--- config.mk ---
export PLATFORM = sky130hd
export DESIGN_NAME = lcd_frame_sequencer
export DESIGN_NICKNAME = d
export VERILOG_FILES = /design/src/rtl/lcd_frame_sequencer.sv
export SDC_FILE = /design/constraint.sdc
export NUM_CORES = 1
export LEC_CHECK = 0
export BUFFER_PORTS_ARGS = -buffer_cell sky130_fd_sc_hd__buf_2
export CORE_MARGIN = 1
export CORE_UTILIZATION = 55
export CTS_CLUSTER_DIAMETER = 100
export CTS_CLUSTER_SIZE = 24
export DETAILED_ROUTE_END_ITERATION = 10
export GPL_TIMING_DRIVEN = 0
export PLACE_DENSITY = 0.71
export SLEW_MARGIN = 20
export SYNTH_ARGS = -nofsm -noshare
export SYNTH_HDL_FRONTEND = slang
export SYNTH_SLANG_ARGS = --single-unit
--- constraint.sdc ---
create_clock -name i_clk -period 5.65 [get_ports i_clk]
set_input_delay 1.13 -clock i_clk [delete_from_list [all_inputs] [get_ports i_clk]]
set_output_delay 1.13 -clock i_clk [all_outputs]
set_load 0.02 [all_outputs]
--- src/rtl/lcd_frame_sequencer.sv ---
// Request sequencer for a character-LCD controller: mirrors a 2x16 frame buffer onto the
// panel, redrawing whenever it changes and re-initialising the panel if the controller stalls.
module lcd_frame_sequencer #(
    parameter int         CLK_FREQ    = 50_000_000,
    parameter int         TIMEOUT_CYC = 2_000_000,
    parameter logic [7:0] PARK_CMD    = 8'h0C
) (
    input  logic       i_clk,
    input  logic       i_rst_n,
    input  logic       i_wr_en,
    input  logic [4:0] i_wr_addr,
    input  logic [7:0] i_wr_char,
    input  logic       i_refresh,
    output logic       o_busy,
    output logic       o_frame_done,
    output logic       o_error,
    output logic [1:0] o_func,
    output logic [7:0] o_data,
    input  logic       i_lcd_valid
);

    localparam int              WD_W    = (TIMEOUT_CYC > 1) ? $clog2(TIMEOUT_CYC) : 1;
    localparam logic [WD_W-1:0] WD_LAST = WD_W'(TIMEOUT_CYC - 1);

    localparam logic [1:0] FUNC_INIT = 2'd0;
    localparam logic [1:0] FUNC_CUR  = 2'd1;
    localparam logic [1:0] FUNC_DATA = 2'd2;
    localparam logic [1:0] FUNC_CMD  = 2'd3;

    // CLK_FREQ is informational only; all panel timing is owned by the controller.
    if (CLK_FREQ <= 0) begin : g_clk_freq_invalid
    end

    typedef enum logic [2:0] {
        S_INIT, S_CUR1, S_LINE1, S_CUR2, S_LINE2, S_PARK
    } state_t;

    state_t          state_q, state_d;
    logic [3:0]      col_q, col_d;
    logic            dirty_q, dirty_d;
    logic [WD_W-1:0] wdog_q, wdog_d;
    logic [1:0]      func_q, func_d;
    logic [7:0]      data_q, data_d;
    logic            done_q, done_d;
    logic            err_q, err_d;
    logic [7:0]      buf_q [32];
    logic            clr_dirty;
    logic [3:0]      col_inc;

    assign col_inc = col_q + 4'd1;

    always_ff @(posedge i_clk or negedge i_rst_n) begin
        if (!i_rst_n) begin
            for (int i = 0; i < 32; i++) buf_q[i] <= 8'h20;
        end else if (i_wr_en) begin
            buf_q[i_wr_addr] <= i_wr_char;
        end
    end

    always_comb begin
        state_d   = state_q;
        col_d     = col_q;
        func_d    = func_q;
        data_d    = data_q;
        wdog_d    = wdog_q;
        done_d    = 1'b0;
        err_d     = 1'b0;
        clr_dirty = 1'b0;

        if (i_lcd_valid) begin
            wdog_d = '0;
            case (state_q)
                S_INIT: begin
                    state_d = S_CUR1;
                    func_d  = FUNC_CUR;
                    data_d  = 8'h00;
                end
                S_CUR1: begin
                    clr_dirty = 1'b1;
                    col_d     = 4'd0;
                    func_d    = FUNC_DATA;
                    data_d    = buf_q[5'd0];
                    state_d   = S_LINE1;
                end
                S_LINE1: begin
                    if (col_q != 4'd15) begin
                        col_d  = col_inc;
                        func_d = FUNC_DATA;
                        data_d = buf_q[{1'b0, col_inc}];
                    end else begin
                        func_d  = FUNC_CUR;
                        data_d  = 8'h10;
                        state_d = S_CUR2;
                    end
                end
                S_CUR2: begin
                    col_d   = 4'd0;
                    func_d  = FUNC_DATA;
                    data_d  = buf_q[5'd16];
                    state_d = S_LINE2;
                end
                S_LINE2: begin
                    if (col_q != 4'd15) begin
                        col_d  = col_inc;
                        func_d = FUNC_DATA;
                        data_d = buf_q[{1'b1, col_inc}];
                    end else begin
                        done_d = 1'b1;
                        if (dirty_q) begin
                            func_d  = FUNC_CUR;
                            data_d  = 8'h00;
                            state_d = S_CUR1;
                        end else begin
                            func_d  = FUNC_CMD;
                            data_d  = PARK_CMD;
                            state_d = S_PARK;
                        end
                    end
                end
                S_PARK: begin
                    if (dirty_q) begin
                        func_d  = FUNC_CUR;
                        data_d  = 8'h00;
                        state_d = S_CUR1;
                    end else begin
                        func_d = FUNC_CMD;
                        data_d = PARK_CMD;
                    end
                end
                default: state_d = S_INIT;
            endcase
        end else if (wdog_q == WD_LAST) begin
            // Stalled controller: restart the panel from INIT and force a full redraw.
            wdog_d  = '0;
            err_d   = 1'b1;
            state_d = S_INIT;
            func_d  = FUNC_INIT;
            data_d  = 8'h00;
        end else begin
            wdog_d = wdog_q + 1'b1;
        end

        // Any set source wins over the clear taken when a frame starts.
        dirty_d = (dirty_q & ~clr_dirty) | i_wr_en | i_refresh | err_d;
    end

    always_ff @(posedge i_clk or negedge i_rst_n) begin
        if (!i_rst_n) begin
            state_q <= S_INIT;
            col_q   <= 4'd0;
            dirty_q <= 1'b1;
            wdog_q  <= '0;
            func_q  <= FUNC_INIT;
            data_q  <= 8'h00;
            done_q  <= 1'b0;
            err_q   <= 1'b0;
        end else begin
            state_q <= state_d;
            col_q   <= col_d;
            dirty_q <= dirty_d;
            wdog_q  <= wdog_d;
            func_q  <= func_d;
            data_q  <= data_d;
            done_q  <= done_d;
            err_q   <= err_d;
        end
    end

    assign o_func       = func_q;
    assign o_data       = data_q;
    assign o_frame_done = done_q;
    assign o_error      = err_q;
    assign o_busy       = (state_q != S_PARK);

endmodule

* Word level (Yosys, flattened, before mapping) *
Index checks and enable logic that the tools add are counted.

cells by class
  add/sub/neg operators = 2
  magnitude comparators = 4
  eq/ne operators = 14
  mux-type cells = 39
  bitwise gates (word level) = 8
  reductions and logical operators = 10

operator list
  cell                     count
  $bwmux W256              1
  $bmux W8 S5              2
  $mux W8                  9
  $pmux W8 S6              1
  $mux W21                 2
  $demux W8 S5             1
  $add A21 B1 Y21 const B  1
  $eq A21 B21 Y1 const B   1
  $ge A6 B6 Y1 const B     3
  $mux W3                  6
  $pmux W3 S6              1
  $ne A3 B3 Y1 const B     4
  $not A5 Y6               2
  $mux W2                  5
  $pmux W2 S5              1
  $mux W4                  2
  $pmux W4 S2              1
  $mux W1                  7
  $ne A7 B1 Y1 const B     1
  $eq A3 B2 Y1 const B     2
  $eq A3 B3 Y1 const B     2
  $lt A6 B1 Y1 const B     1
  $ne A6 B2 Y1 const B     1
  $not A4 Y6               1
  other kinds (14)         19

word-level totals
  bits in registers = 297
  input bits = 18
  output and inout bits = 13
  logic and storage cells = 117

* Longest topological paths before layout *
  depth in word-level cells = 8
  depth in mapped cells = 8

* Least setup slack after synthesis *
OpenSTA, ideal clock, no wires.

  kind = input to register
  start = input port i_wr_addr[1]
  end = register buf_q[24] (netlist bit)
  library setup time = 0.125 ns
  arrival = 2.515 ns
  required time = 5.525 ns
  setup slack = 3.010 ns
  cell stages on the path = 5
  path through = clkbuf_1 -> or3b_2 -> clkbuf_1 -> nor2_2 -> mux2_2

on the way
  longest elaborated chain between the ends = 6
  elaborated cells between the ends (all ways) = 7

ends and longest elaborated chain
  element                                                                    RTL line  text
  start: declaration                                                         11        input logic [4:0] i_wr_addr,
  $not A5 Y6 (implied by the code) (*)                                       56        buf_q[i_wr_addr] <= i_wr_char;
  $ge A6 B6 Y1 (implied by the code) / $lt A6 B1 Y1 (equally long branches)  56
  $logic_and A1 B1 Y1 (implied by the code)                                  56
  $mux W8 (implied by the code)                                              56
  $demux W8 S5 (*)                                                           56
  $bwmux W256 (*)                                                            56
  end signal: indexed assignment                                             56
  end: declaration                                                           46        logic [7:0] buf_q [32];

Every way passes the cells marked *; elsewhere a longest branch is shown, timed or not.
A chain may end at the register's enable or synchronous reset.

* Worst setup path after layout *
  start = register col_q[0]
  end = register data_q[2] (netlist: o_data[2])

on the way
  longest elaborated chain between the ends = 8
  elaborated cells between the ends (all ways) = 14

ends and longest elaborated chain
  element                                                                RTL line  text
  start: declaration                                                     39        logic [3:0] col_q, col_d;
  start signal: assignment                                               159       col_q <= col_d;
  $add A4 B1 Y4                                                          50        assign col_inc = col_q + 4'd1;
  $not A5 Y6 (implied by the code) / $not A4 Y6 (equally long branches)  106, 89
  $bmux W8 S5 (on tied branches)                                         106, 89
  $mux W8 (on tied branches) (2 in series)                               106, 89
  $mux W8 (on tied branches)                                             103, 86
  $pmux W8 S6 (*)                                                        72        case (state_q)
  $mux W8 (*)                                                            70        if (i_lcd_valid) begin
  end signal: assignment                                                 163       data_q <= data_d;
  end: declaration                                                       43        logic [7:0] data_q, data_d;

Every way passes the cells marked *; elsewhere a longest branch is shown, timed or not. The select of a mux whose other input is x is not followed.

==> out/qor.csv <==
stage,metric,value,unit
pwr,VDD IR max,246,uV
global_route,first-pass GRT wire length,53.3,mm
layout,"Net count, final",1055,
sta,Final period util,0.621,
logic_synthesis,yosys warns,0,
placed_design,Place WS,2140,ps
worst_setup_path,critical path data required time,6050,ps
logic_synthesis,Main synth FF type,dfrtp_1,
worst_setup_path,Worst Path Arrival,3910,ps
pwr,Sw Share,0.315,
die,num ports,31,
worst_setup_path,FF-to-FF setup slack,2140,ps
pwr,Int Pwr,4.08,mW
logic_synthesis,Post-Synthesis Cells,986,
worst_setup_path,worst reg2reg path startpoint,col_q[0],
sta,worst slew pin tran,1080,ps
logic_synthesis,Area contributors post-synth,"dfrtp_1, mux2_2, mux4_2",
global_route,grt ovf,0,
clocking,CTS sink count,297,
die,core box area,25200,sq um
worst_setup_path,crit path max fanout,10,
route,WL per Instance,24.7,um
route,via/cell ratio,6.20,
pwr,Psw,1.87,mW
clocking,clk slew on worst S/H paths,100,ps
logic_synthesis,cell area after synthesis,14100,sq um
placed_design,Final Wtd Congestion,0.838,
logic_synthesis,Synth Area in Simple Gates,0.0614,
logic_synthesis,post-synthesis xor/xnor area fraction,0.0140,
pwr,power density over the cells,391,nW/um^2
global_route,pin count of the biggest net entering global routing,99,
route,initial DRC count,642,
logic_synthesis,library cells used by synthesis,60,
pwr,combinational share of power,0.321,
logic_synthesis,register area share after synthesis,0.530,
logic_synthesis,Commonest cells post-synth,"mux2_2, dfrtp_1, mux4_2",
pwr,part of the power in the clock network,0.213,
die,Initial Util,0.560,
clocking,Post-CTS Setup Bufs,0,
global_route,total track usage,0.274,
pwr,Reg power frac,0.465,
worst_setup_path,Setup crit start kind,flop,
route,via count,8522,
pwr,LEAKAGE,6.52,nW
logic_synthesis,Yosys reg bits,297,
logic_synthesis,largest family of logic cells by synthesized area,multiplexers,
logic_synthesis,Post-synth ARST share,1.00,
global_route,vias in the first global route,8929,
placed_design,IO Port Bufs,26,
clocking,H-tree depth,1,
logic_synthesis,post-synth top area share,0.468,
sta,Sum Neg Setup Slack,0,ps
route,final wirelength,33.9,mm
route,DRT Pass-1 Iters,5,
logic_synthesis,Synth Area in Adders,0.00355,
worst_setup_path,R2R depth,8,
clocking,CTS tree,built,
global_route,initial antenna violation count,2,
clocking,post_cts resized,0,
die,Die W,162,um
worst_setup_path,Critical R2R Capture,o_data[2],
worst_setup_path,WS Path Type,flop to flop,
sta,Layout Skew,18.9,ps
outcome,outcome,finished clean,
die,std cell rows,58,
job,Maximum Capacitance Violations,0,
sta,fin worst setup slack,2140,ps
logic_synthesis,number of synthesized flops with an enable pin,0,
logic_synthesis,"count leader, synth",mux2_2,
die,die area,26300,sq um
layout,share of layout cells above drive strength 1,0.421,
worst_setup_path,Critical Path Sink,o_data[2],
logic_synthesis,proportion of synthesized area in mux cells,0.334,
sta,count of pins over their slew limit,0,
worst_setup_path,origin of the worst setup path,col_q[0],
die,die height,162,um
sta,Relative slew margins,0.279,
sta,RSZ-0062 raised after global routing,false,
clocking,CTS Hold Bufs,0,
worst_hold_path,Hold/Removal Path Class,input port to async pin,
route,# DRC,0,
logic_synthesis,Syn Area/Cell,14.3,sq um
clocking,clk_lat worst skew,520,ps
clocking,CTS max path bufs,3,
logic_synthesis,post-synth net total,1008,
clocking,clock root buffer,clkbuf_16,
logic_synthesis,post-synthesis compound-gate area fraction,0.0334,
sta,Setup-failing EPs final,0,
worst_setup_path,CP Capture Type,flop,
sta,Final Hold Viols,0,
logic_synthesis,largest area contributor in the netlist,dfrtp_1,
sta,fmax,285,MHz
placed_design,DP HPWL,23.3,mm
layout,Area Overhead vs Synth,7.90,%
route,Post-DRT Antenna Nets,0,
sta,fin crit period,3510,ps
clocking,Inserted Clock Buffers,16,
[logic make-up after synthesis]
group                    count (synthesis)
AND/OR/NAND/NOR                        169
multiplexers                           352
buffers and inverters                   74
adder cells (fa/ha/maj)                  4
flip-flops                             297
AO/OA/AOI/OAI                           70
XOR/XNOR                                20
[through the flow]
step,utilization,power (mW),cells,area (sq um),hold slack (ps)
final,0.605,5.95,1374,15200,429
after global routing,0.604,6.22,1372,15200,433
after CTS,0.604,5.98,1372,15200,428
after detailed placement,0.586,4.72,1345,14700,483
after global placement,0.582,4.66,1342,14700,477
after floorplan,-,4.10,986,14100,470
[sequential cells by signal, indices dropped and copies added, names as in the netlist, 2 cells and up]
register and count:
buf_q 256, col_q 4, o_data 8, o_func 2, state_q 3, wdog_q 21
[worst max-delay path, cell delays in order, from the launching register on]
cell      delay [ps]
dfrtp_1          510
ha_1             350
buf_2            290
buf_2            400
clkbuf_1         610
mux4_2           420
mux2i_1          400
nand2_1          110
a221o_1          300
[layout by cell type (no fill, tap or decap), drive strengths merged, types with 8 or more instances in the layout]
cell,netlist,routed
clkbuf,51,76
buf,14,43
a21oi,16,16
dfrtp,264,264
nand2,32,32
a31oi,9,9
dfstp,33,33
nor3,8,8
o21ai,19,19
mux4,66,66
xnor2,14,14
nor2,49,49
and3,8,8
nand3,25,25
mux2i,17,17
inv,9,10
mux2,269,269
[final cells by class]
type                            count  area, sq um
Fill cell                        1968         9950
Sequential cell                   297         7470
Multi-Input combinational cell    615         6300
Clock buffer                       25          455
Tap cell                          330          413
Buffer                             65          307
Timing Repair Buffer               29          223
Inverter                            9         33.8
Clock inverter                      2         18.8
Antenna cell                        2         5.00
[worst min-delay path by stage]
stage                    start         end  slack (ps)  cells after the start
floorplan           buf_q[218]  buf_q[218]         470                      1
global placement     o_func[1]   o_func[1]         480                      1
detailed placement   o_func[1]   o_func[1]         480                      1
CTS                    i_rst_n  buf_q[203]         430                      1
global route           i_rst_n  buf_q[214]         430                      1
finish                 i_rst_n  buf_q[214]         430                      1
[power groups by stage]
| stage | Clock, mW | Sequential, mW | Combinational [mW] |
|---|---|---|---|
| finish | 1.27 | 2.77 | 1.91 |
| global route | 1.36 | 2.82 | 2.04 |
| CTS | 1.29 | 2.76 | 1.92 |
| detailed placement | 0 | 2.81 | 1.91 |
| global placement | 0 | 2.79 | 1.87 |
| floorplan | 0 | 2.76 | 1.34 |
[layer usage]
layer	GRT usage	part of all wire	vias up
met2	0.444	0.47	210
met3	0.0580	0.062	54
met1	0.374	0.44	4519
li1	-	-	3739
met4	0.0815	0.028	0
met5	0	0	-
(Power assumes the default switching activity.)
